$ cat src/rtl/uart_tx_arbiter_pkg.sv
// Shared types and defaults for the UART Tx arbiter slice: FSM states, debug
// view, data width / header tag defaults, and a constant clog2 helper.
package uart_pkg;

    typedef enum logic [1:0] {
        IDLE    = 2'd0,
        PRESENT = 2'd1,
        HOLD    = 2'd2,
        HDR     = 2'd3
    } state_t;

    typedef struct packed {
        state_t state;
        logic   armed;
        logic   hdr_phase;
        logic   tx_busy;
    } arb_dbg_t;

    localparam int         UART_DATA_SIZE  = 8;
    localparam logic [3:0] UART_PREFIX_TAG = 4'hA;

    function automatic int clog2(input int n);
        int r;
        r = 0;
        while ((1 << r) < n) r++;
        return r;
    endfunction

endpackage

$ cat src/rtl/uart_tx_arbiter_rr_picker.sv
// Rotating-priority search: first set req bit at or after rr_ptr, wrapping.
module rr_picker #(
    parameter int NUM_REQ = 4,
    parameter int ID_W    = 2
) (
    input  logic [NUM_REQ-1:0] req,
    input  logic [ID_W-1:0]    rr_ptr,
    output logic               found,
    output logic [ID_W-1:0]    grant
);

    logic [ID_W-1:0] idx;

    // Scan from farthest to nearest so the nearest hit overwrites earlier ones.
    always_comb begin
        found = 1'b0;
        grant = '0;
        idx   = '0;
        for (int i = NUM_REQ - 1; i >= 0; i--) begin
            idx = ID_W'((int'(rr_ptr) + i) % NUM_REQ);
            if (req[idx]) begin
                found = 1'b1;
                grant = idx;
            end
        end
    end

endmodule

$ cat src/rtl/uart_tx_arbiter.sv
// Round-robin arbiter sharing one UART Tx among NUM_REQ byte clients.
// Optional header frame per client switch when UART_ARB_ID_PREFIX_EN is defined.
module uart_tx_arbiter
    import uart_pkg::*;
#(
    parameter int NUM_REQ   = 4,
    parameter int DATA_SIZE = UART_DATA_SIZE,
    parameter int ID_W      = clog2(NUM_REQ)
`ifdef UART_ARB_ID_PREFIX_EN
    ,
    parameter logic [3:0] PREFIX_TAG = UART_PREFIX_TAG
`endif
) (
    input  logic                           clk,
    input  logic                           rst_n,
    input  logic [NUM_REQ-1:0]             req,
    input  logic [NUM_REQ*DATA_SIZE-1:0]   req_data,
    output logic [NUM_REQ-1:0]             ack,
    output logic                           tx_on,
    output logic [DATA_SIZE-1:0]           tx_data,
    input  logic                           tx_data_seen,
    input  logic                           tx_busy,
    output logic                           grant_valid,
    output logic [ID_W-1:0]                grant_id,
    output arb_dbg_t                       dbg
);

    // Handshake: tx_on high means tx_data holds a frame byte; the Tx answers by
    // raising tx_data_seen for its start bit, and the byte stays stable until
    // tx_data_seen falls. A seen-high level is only accepted once it has been
    // observed low during PRESENT (armed), so stale pulses are ignored.

    state_t               state, next_state;
    logic [NUM_REQ-1:0]   req_q;
    logic [ID_W-1:0]      rr_ptr;
    logic [DATA_SIZE-1:0] hold_reg;
    logic                 armed;
    logic                 found;
    logic [ID_W-1:0]      pick_id;
    logic [DATA_SIZE-1:0] pick_data;
    logic                 need_hdr;
    logic                 hdr_phase;
    logic [ID_W-1:0]      rr_next;

    rr_picker #(.NUM_REQ(NUM_REQ), .ID_W(ID_W)) u_picker (
        .req    (req_q),
        .rr_ptr (rr_ptr),
        .found  (found),
        .grant  (pick_id)
    );

    assign pick_data = req_data[int'(pick_id)*DATA_SIZE +: DATA_SIZE];
    assign rr_next   = (grant_id == ID_W'(NUM_REQ - 1)) ? '0 : grant_id + 1'b1;

`ifdef UART_ARB_ID_PREFIX_EN
    logic            last_valid;
    logic [ID_W-1:0] last_id;

    assign need_hdr = !last_valid || (last_id != pick_id);

    always_ff @(posedge clk or negedge rst_n) begin
        if (!rst_n) begin
            last_valid <= 1'b0;
            last_id    <= '0;
            hdr_phase  <= 1'b0;
        end else begin
            if (state == HDR) begin
                hdr_phase <= 1'b1;
            end else if (state == HOLD && !tx_data_seen) begin
                hdr_phase <= 1'b0;
                if (!hdr_phase) begin
                    last_valid <= 1'b1;
                    last_id    <= grant_id;
                end
            end
        end
    end
`else
    assign need_hdr  = 1'b0;
    assign hdr_phase = 1'b0;
`endif

    always_ff @(posedge clk or negedge rst_n) begin
        if (!rst_n) state <= IDLE;
        else        state <= next_state;
    end

    always_comb begin
        next_state = state;
        case (state)
            IDLE:    if (found) next_state = need_hdr ? HDR : PRESENT;
            HDR:     next_state = PRESENT;
            PRESENT: if (armed && tx_data_seen) next_state = HOLD;
            HOLD:    if (!tx_data_seen) next_state = hdr_phase ? PRESENT : IDLE;
            default: next_state = IDLE;
        endcase
    end

    always_ff @(posedge clk or negedge rst_n) begin
        if (!rst_n) begin
            req_q       <= '0;
            rr_ptr      <= '0;
            hold_reg    <= '0;
            grant_id    <= '0;
            grant_valid <= 1'b0;
            ack         <= '0;
            tx_on       <= 1'b0;
            tx_data     <= '0;
            armed       <= 1'b0;
        end else begin
            req_q <= req;
            ack   <= '0;
            tx_on <= (state == PRESENT) && (next_state == PRESENT);
            armed <= (state == PRESENT) && (armed || !tx_data_seen);
            case (state)
                IDLE: begin
                    if (found) begin
                        hold_reg      <= pick_data;
                        tx_data       <= pick_data;
                        grant_id      <= pick_id;
                        grant_valid   <= 1'b1;
                        ack[pick_id]  <= 1'b1;
                    end
                end
`ifdef UART_ARB_ID_PREFIX_EN
                HDR: tx_data <= {PREFIX_TAG, {(DATA_SIZE-4-ID_W){1'b0}}, grant_id};
`endif
                HOLD: begin
                    if (!tx_data_seen) begin
                        if (hdr_phase) begin
                            tx_data <= hold_reg;
                        end else begin
                            rr_ptr      <= rr_next;
                            grant_valid <= 1'b0;
                        end
                    end
                end
                default: ;
            endcase
        end
    end

    assign dbg = '{state: state, armed: armed, hdr_phase: hdr_phase, tx_busy: tx_busy};

endmodule

$ cat config.mk
export PLATFORM = sky130hd
export DESIGN_NAME = uart_tx_arbiter
export DESIGN_NICKNAME = d
export VERILOG_FILES = /design/src/rtl/uart_tx_arbiter_pkg.sv /design/src/rtl/uart_tx_arbiter_rr_picker.sv /design/src/rtl/uart_tx_arbiter.sv
export SDC_FILE = /design/constraint.sdc
export NUM_CORES = 1
export LEC_CHECK = 0
export CAP_MARGIN = 20
export CORE_UTILIZATION = 35
export DETAILED_ROUTE_END_ITERATION = 10
export PLACE_DENSITY = 0.71
export REMOVE_ABC_BUFFERS = 1
export SLEW_MARGIN = 20
export SYNTH_ARGS = -nofsm -noshare
export SYNTH_HDL_FRONTEND = slang
export SYNTH_SLANG_ARGS = --single-unit
$ cat constraint.sdc
create_clock -name clk -period 4.3 [get_ports clk]
set_input_delay 0.86 -clock clk [delete_from_list [all_inputs] [get_ports clk]]
set_output_delay 0.86 -clock clk [all_outputs]
set_load 0.05 [all_outputs]
==> summary.txt, run 1 <==
status: completed
# DRC: 0
nature of the critical path endpoint: output pin
Max VDD drop: 0.000293 V
CP arrival: 1.57 ns
Worst-path clk slew: 0.13 ns
Avg Inst Size Synth: 11.3 um^2
Reg2Reg Capture Point: tx_data[7]$_DFFE_PN0P_
drt wl/cell: 13.7 um
CTS max path bufs: 2
htree depth: 1
slowest stage cell on the critical path: clkdlybuf4s50_1
Final Util: 56.5%
worst skew pair latency: 0.31 ns
reg2reg start: rr_ptr[1]$_DFFE_PN0P_
CTS tree: done
Buf/Inv on CP: 1
All-Layer GR Usage: 16.5%
Critical Path Max Stage Delay: 0.83 ns
Worst Hold End: tx_data[2]$_DFFE_PN0P_
core area: 0.00313 mm^2
CTS buffer count: 3
ratio of cells with drive above 1 in the final layout: 3.16%
kind of critical path: flip-flop to output pin
Layout Nets: 200
root buf cell: clkbuf_4
setup slack after layout: 1.87 ns
largest net degree at the start of global routing: 26
worst slew pin tran: 0.929 ns
number of enable flip-flop cells after synthesis: 0
Iter 0 DRT Violations: 31
Syn Inst Count: 104
CP Cell Sequence: clkdlybuf4s50_1
Power Dens Cells: 679 mW/mm^2
first-pass GRT wire length: 4.37 mm
RSZ-0062 raised after global routing: false
Area Growth Syn to Fin: 50.2%
Hold Path Class: flip-flop to flip-flop
Final Wtd Congestion: 0.801
final setup fails: 0
Critical Path Source Type: flip-flop
final wirelength: 2.77 mm
Die Ht: 60 um
async set or reset register ratio after synthesis: 100%
IO Port Bufs: 57
count of cell types in the netlist: 25
sequential share of the synthesized area: 53.1%
initial core utilization: 37.6%
Fin Hold WS: 0.513 ns
vias in the first global route: 971
hpwl dp: 2.13 mm
flop2flop setup slack: 2.19 ns
die area: 0.00360 mm^2
# hold bufs at CTS: 0
Max-cap violations: 0
row cnt: 20
Post-CTS Resized: 0
max-slew violation count: 0
Slew HR: 38.1%
initial antenna violation count: 0
filler cell count: 285
ant diodes: 0
P_leak: 0.000789 uW
Placement Setup Slack: 2.06 ns
Hold Crit Depth: 2
CP required: 3.44 ns
hold_sp: tx_data[2]$_DFFE_PN0P_
Die Width: 60 um
TNS Setup: 0 ns
clock sinks: 25
cell family with the largest share of critical-path delay: buffers and inverters
#FFs+latches synth: 25
postcts setup bufs: 0
total number of vias: 973
Pre-Repair DR Iteration Count: 4
min Tclk post-route: 2.43 ns
Reg2Reg Depth: 5
Syn. warnings: 0
ANT nets after route: 0
I/O pin total: 61
final hold vios: 0
fmax: 412 MHz
clk_skew: 0.000756 ns
largest fanout on the critical path: 5
Mapped Area: 0.00118 mm^2
top_reg_cell synth: dfrtp_1
fin crit share: 56.5%
detailed-route vias per instance: 4.82
total grt overflow: 0
==> where the power goes <==
| group | internal, uW | total (uW) | leakage [uW] | switching, uW |
|---|---|---|---|---|
| Clock | 36.2 | 102 | 0.0000150 | 65.6 |
| Sequential | 320 | 386 | 0.000307 | 66.1 |
| Combinational | 267 | 712 | 0.000467 | 445 |
| Total | 624 | 1200 | 0.000789 | 576 |
==> metrics by stage <==
| stage | cells | power [uW] | instance area (um^2) |
|---|---|---|---|
| after floorplan | 97 | 854 | 1120 |
| after global routing | 202 | 1280 | 1770 |
| after global placement | 198 | 1090 | 1750 |
| after CTS | 202 | 1210 | 1770 |
| final | 202 | 1200 | 1770 |
| after detailed placement | 198 | 1110 | 1750 |
==> how the worst max path moves through the flow <==
stage                          startpoint                     end  slack [ns]  cells after the start
global route           state[1]$_DFF_PN0_                  dbg[4]        1.81                      1
CTS                    state[0]$_DFF_PN0_                  dbg[3]        1.85                      1
global placement                    rst_n  tx_data[2]$_DFFE_PN0P_        2.13                      1
finish                 state[1]$_DFF_PN0_                  dbg[4]        1.87                      1
detailed placement                  rst_n  tx_data[2]$_DFFE_PN0P_        2.06                      1
floorplan           rr_ptr[1]$_DFFE_PN0P_  tx_data[0]$_DFFE_PN0P_        2.50                      5
==> registers in the layout, summed over array words and instances (netlist names) <==
register	count
ack	4
armed	1
grant_id	2
grant_valid	1
req_q	4
rr_ptr	2
state	2
tx_data	8
tx_on	1
==> layout by cell type, fill, tap and decap left out, types with 2 or more instances in the layout <==
cell and count:
a211o_1 2, a21oi_1 3, clkbuf_4 3, clkdlybuf4s50_1 56, dfrtp_1 25, mux2i_1 17, nand2_1 17, nand2b_1 4
nor2_1 5, nor2b_1 2, o221ai_1 8, or2_1 2
==> kinds of logic after synthesis <==
kind of cell | Yosys count | share of synthesized area (%)
multiplexers | 18 | 15.4
flip-flops | 25 | 53.1
AO/OA/AOI/OAI | 19 | 12.1
AND/OR/NAND/NOR | 32 | 12.9
buffers and inverters | 8 | 5.10
adder cells (fa/ha/maj) | 1 | 1.06
other | 1 | 0.319
==> cells in the mapped netlist, types with 2 or more instances <==
cell | number | area, um^2
dfrtp_1 | 25 | 626
mux2i_1 | 17 | 170
nand2_1 | 17 | 63.8
o221ai_1 | 8 | 70.1
nor2_1 | 5 | 18.8
buf_4 | 4 | 30.0
nand2b_1 | 4 | 25.0
a21oi_1 | 3 | 15.0
a211o_1 | 2 | 17.5
buf_6 | 2 | 22.5
nor2b_1 | 2 | 12.5
or2_1 | 2 | 12.5
==> worst register-to-register path, stage by stage, from the launching register on <==
cell      delay, ns
dfrtp_1        0.47
nand2b_1       0.17
a21oi_1        0.14
a211o_1        0.73
mux2i_1        0.28
o221ai_1       0.17
==> area by class of cell <==
class	instances	area, um^2	share of cell area (%)
flip-flops and latches	25	626	35.4
repair buffers	57	566	32.0
multi-input cells	71	492	27.8
well taps	44	55.1	3.11
clock buffers	4	26.3	1.49
inverters	1	3.75	0.212
==> layer usage <==
layer  wire [um]  GRT usage (%)  up-vias  share of wire [%]
met2        1330           26.0       45                 48
met3         153           2.60        4                5.5
met4          41           7.97        0                1.5
met5           0              0        -                  0
met1        1240           22.0      449                 45
li1            -              -      475                  -
Power figures use the tool's default switching activity.
==> run 2: changes to the inputs <==
Settings changed: PLACE_DENSITY 0.71 to 0.74.
Clock period 4.3 ns to 2.2 ns, I/O delays scaled along.
==> run 2 against run 1 <==
Effect of this change:
- worst setup slack lost 1.7 ns
- critical path depth is the same
- die area is the same
- first-iteration DRC count shrank 32%
- sequential share of layout area shrank 0.69 points
- combinational power grew 99%
- register-to-register slack lost 1.7 ns
- wire length shrank 1.6%
- cell count grew 2.0%
- clock skew grew 0.0054 ns
- critical path type unchanged
==> summary.txt, run 2 (synthesized netlist as in run 1, its figures left out) <==
fin area: 0.00180 mm^2
Buf/Inv on CP: 1
postcts setup bufs: 0
worst slew pin tran: 0.737 ns
die area: 0.00360 mm^2
Die Width: 60 um
Final Wtd Congestion: 0.690
initial antenna violation count: 0
Reg with most FFs: tx_data
initial core utilization: 37.6%
All-Layer GR Usage: 16.6%
RSZ-0062 raised after global routing: false
IO Port Bufs: 57
max-slew violation count: 0
CTS buffer count: 3
Reg area: 626 um^2
status: completed
commonest non-fill, non-tap cell in the layout: clkdlybuf4s50_1
clock sinks: 25
drt wl/cell: 13.2 um
ant diodes: 0
commonest non-fill, non-tap cells in the layout: clkdlybuf4s50_1 (57), dfrtp_1 (25), nand2_1 (17), mux2i_1 (17), o221ai_1 (8)
ratio of cells with drive above 1 in the final layout: 4.94%
Critical Path Source Type: flip-flop
Power Dens Cells: 1320 mW/mm^2
clk_skew: 0.00616 ns
Reg2Reg Capture Point: tx_data[6]$_DFFE_PN0P_
Hold Path Class: input port to async pin
Logic pwr share: 59.7%
htree depth: 1
Area Growth Syn to Fin: 53.1%
power share of the sequential group: 31.6%
vias in the first global route: 1020
cell family with the largest share of critical-path delay: buffers and inverters
# hold bufs at CTS: 0
Iter 0 DRT Violations: 21
ANT nets after route: 0
Post-CTS Resized: 0
P_leak: 0.000808 uW
total grt overflow: 0
nature of the critical path endpoint: output pin
CP required: 1.76 ns
slowest stage cell on the critical path: clkdlybuf4s50_1
Worst-path clk slew: 0.13 ns
core area: 0.00313 mm^2
Critical Path Max Stage Delay: 0.83 ns
clock share of power: 8.7%
Layout Nets: 204
placed cell areas: 0.00178 mm^2
multi-input logic area: 492 um^2
first-pass GRT wire length: 4.32 mm
NetSw: 1130 uW
Die Ht: 60 um
final wirelength: 2.72 mm
Pre-Repair DR Iteration Count: 4
flop2flop setup slack: 0.49 ns
hpwl dp: 2.17 mm
final setup fails: 0
largest fanout on the critical path: 4
worst skew pair latency: 0.32 ns
Int Power: 1250 uW
detailed-route vias per instance: 4.79
Max-cap violations: 0
TNS Setup: 0 ns
Regs by FF count: tx_data: 8 flops, ack: 4 flops, req_q: 4 flops
Largest register FFs: 8
root buf cell: clkbuf_4
fin crit share: 91.5%
total number of vias: 987
Slew HR: 50.8%
filler cell count: 291
reg2reg start: rr_ptr[1]$_DFFE_PN0P_
row cnt: 20
min Tclk post-route: 2.01 ns
Max VDD drop: 0.000510 V
Sw Ratio: 47.5%
CP Cell Sequence: clkdlybuf4s50_1
Reg2Reg Depth: 4
# DRC: 0
CTS max path bufs: 2
largest net degree at the start of global routing: 26
kind of critical path: flip-flop to output pin
fmax: 497 MHz
CP arrival: 1.57 ns
I/O pin total: 61
final hold vios: 0
CTS tree: done
==> run 2: changes by cell type in the layout (fill, tap and decap cells not counted) <==
cell and delta:
buf_4 +4, clkdlybuf4s50_1 +1, buf_2 -1
==> run 2: power groups by stage <==
stage	clock (uW)	sequential, uW	combinational, uW
CTS	210	749	1430
global route	230	770	1510
finish	206	749	1420
global placement	0	749	1400
detailed placement	0	756	1430
floorplan	0	1240	430
==> run 2: cell type report <==
cell class	instances	share of cell area, %
repair buffers	61	33.3
flip-flops and latches	25	34.7
inverters	1	0.208
multi-input cells	71	27.3
well taps	44	3.05
clock buffers	4	1.46
==> run 2: worst max-delay path by stage <==
stage                            start                endpoint  slack [ns]  cells past startpoint
3_5_place_dp     rr_ptr[1]$_DFFE_PN0P_  tx_data[6]$_DFFE_PN0P_        0.45                      4
3_3_place_gp              tx_data_seen   rr_ptr[1]$_DFFE_PN0P_        0.54                      3
6_report       grant_id[0]$_DFFE_PN0P_             grant_id[0]        0.19                      1
5_1_grt             state[1]$_DFF_PN0_                  dbg[4]        0.12                      1
4_1_cts        grant_id[0]$_DFFE_PN0P_             grant_id[0]        0.17                      1
2_1_floorplan    rr_ptr[1]$_DFFE_PN0P_  tx_data[0]$_DFFE_PN0P_        0.40                      5
==> run 2: stage by stage <==
step | util [%] | total power (uW) | cells | hold slack, ns | worst slack (ns)
after floorplan | - | 1670 | 97 | 0.144 | 0.395
after global placement | 56.8 | 2150 | 202 | 0.463 | 0.542
after detailed placement | 56.8 | 2190 | 202 | 0.478 | 0.446
after CTS | 57.6 | 2390 | 206 | 0.467 | 0.168
after global routing | 57.6 | 2510 | 206 | 0.471 | 0.125
final | 57.6 | 2370 | 206 | 0.459 | 0.186
==> run 2: routing by layer <==
| layer | global-route usage [%] | vias to the layer above | routed length (um) |
|---|---|---|---|
| li1 | - | 477 | - |
| met1 | 17.3 | 470 | 1080 |
| met2 | 31.4 | 35 | 1500 |
| met3 | 1.95 | 5 | 95 |
| met4 | 9.63 | 0 | 53 |
| met5 | 0 | - | 0 |
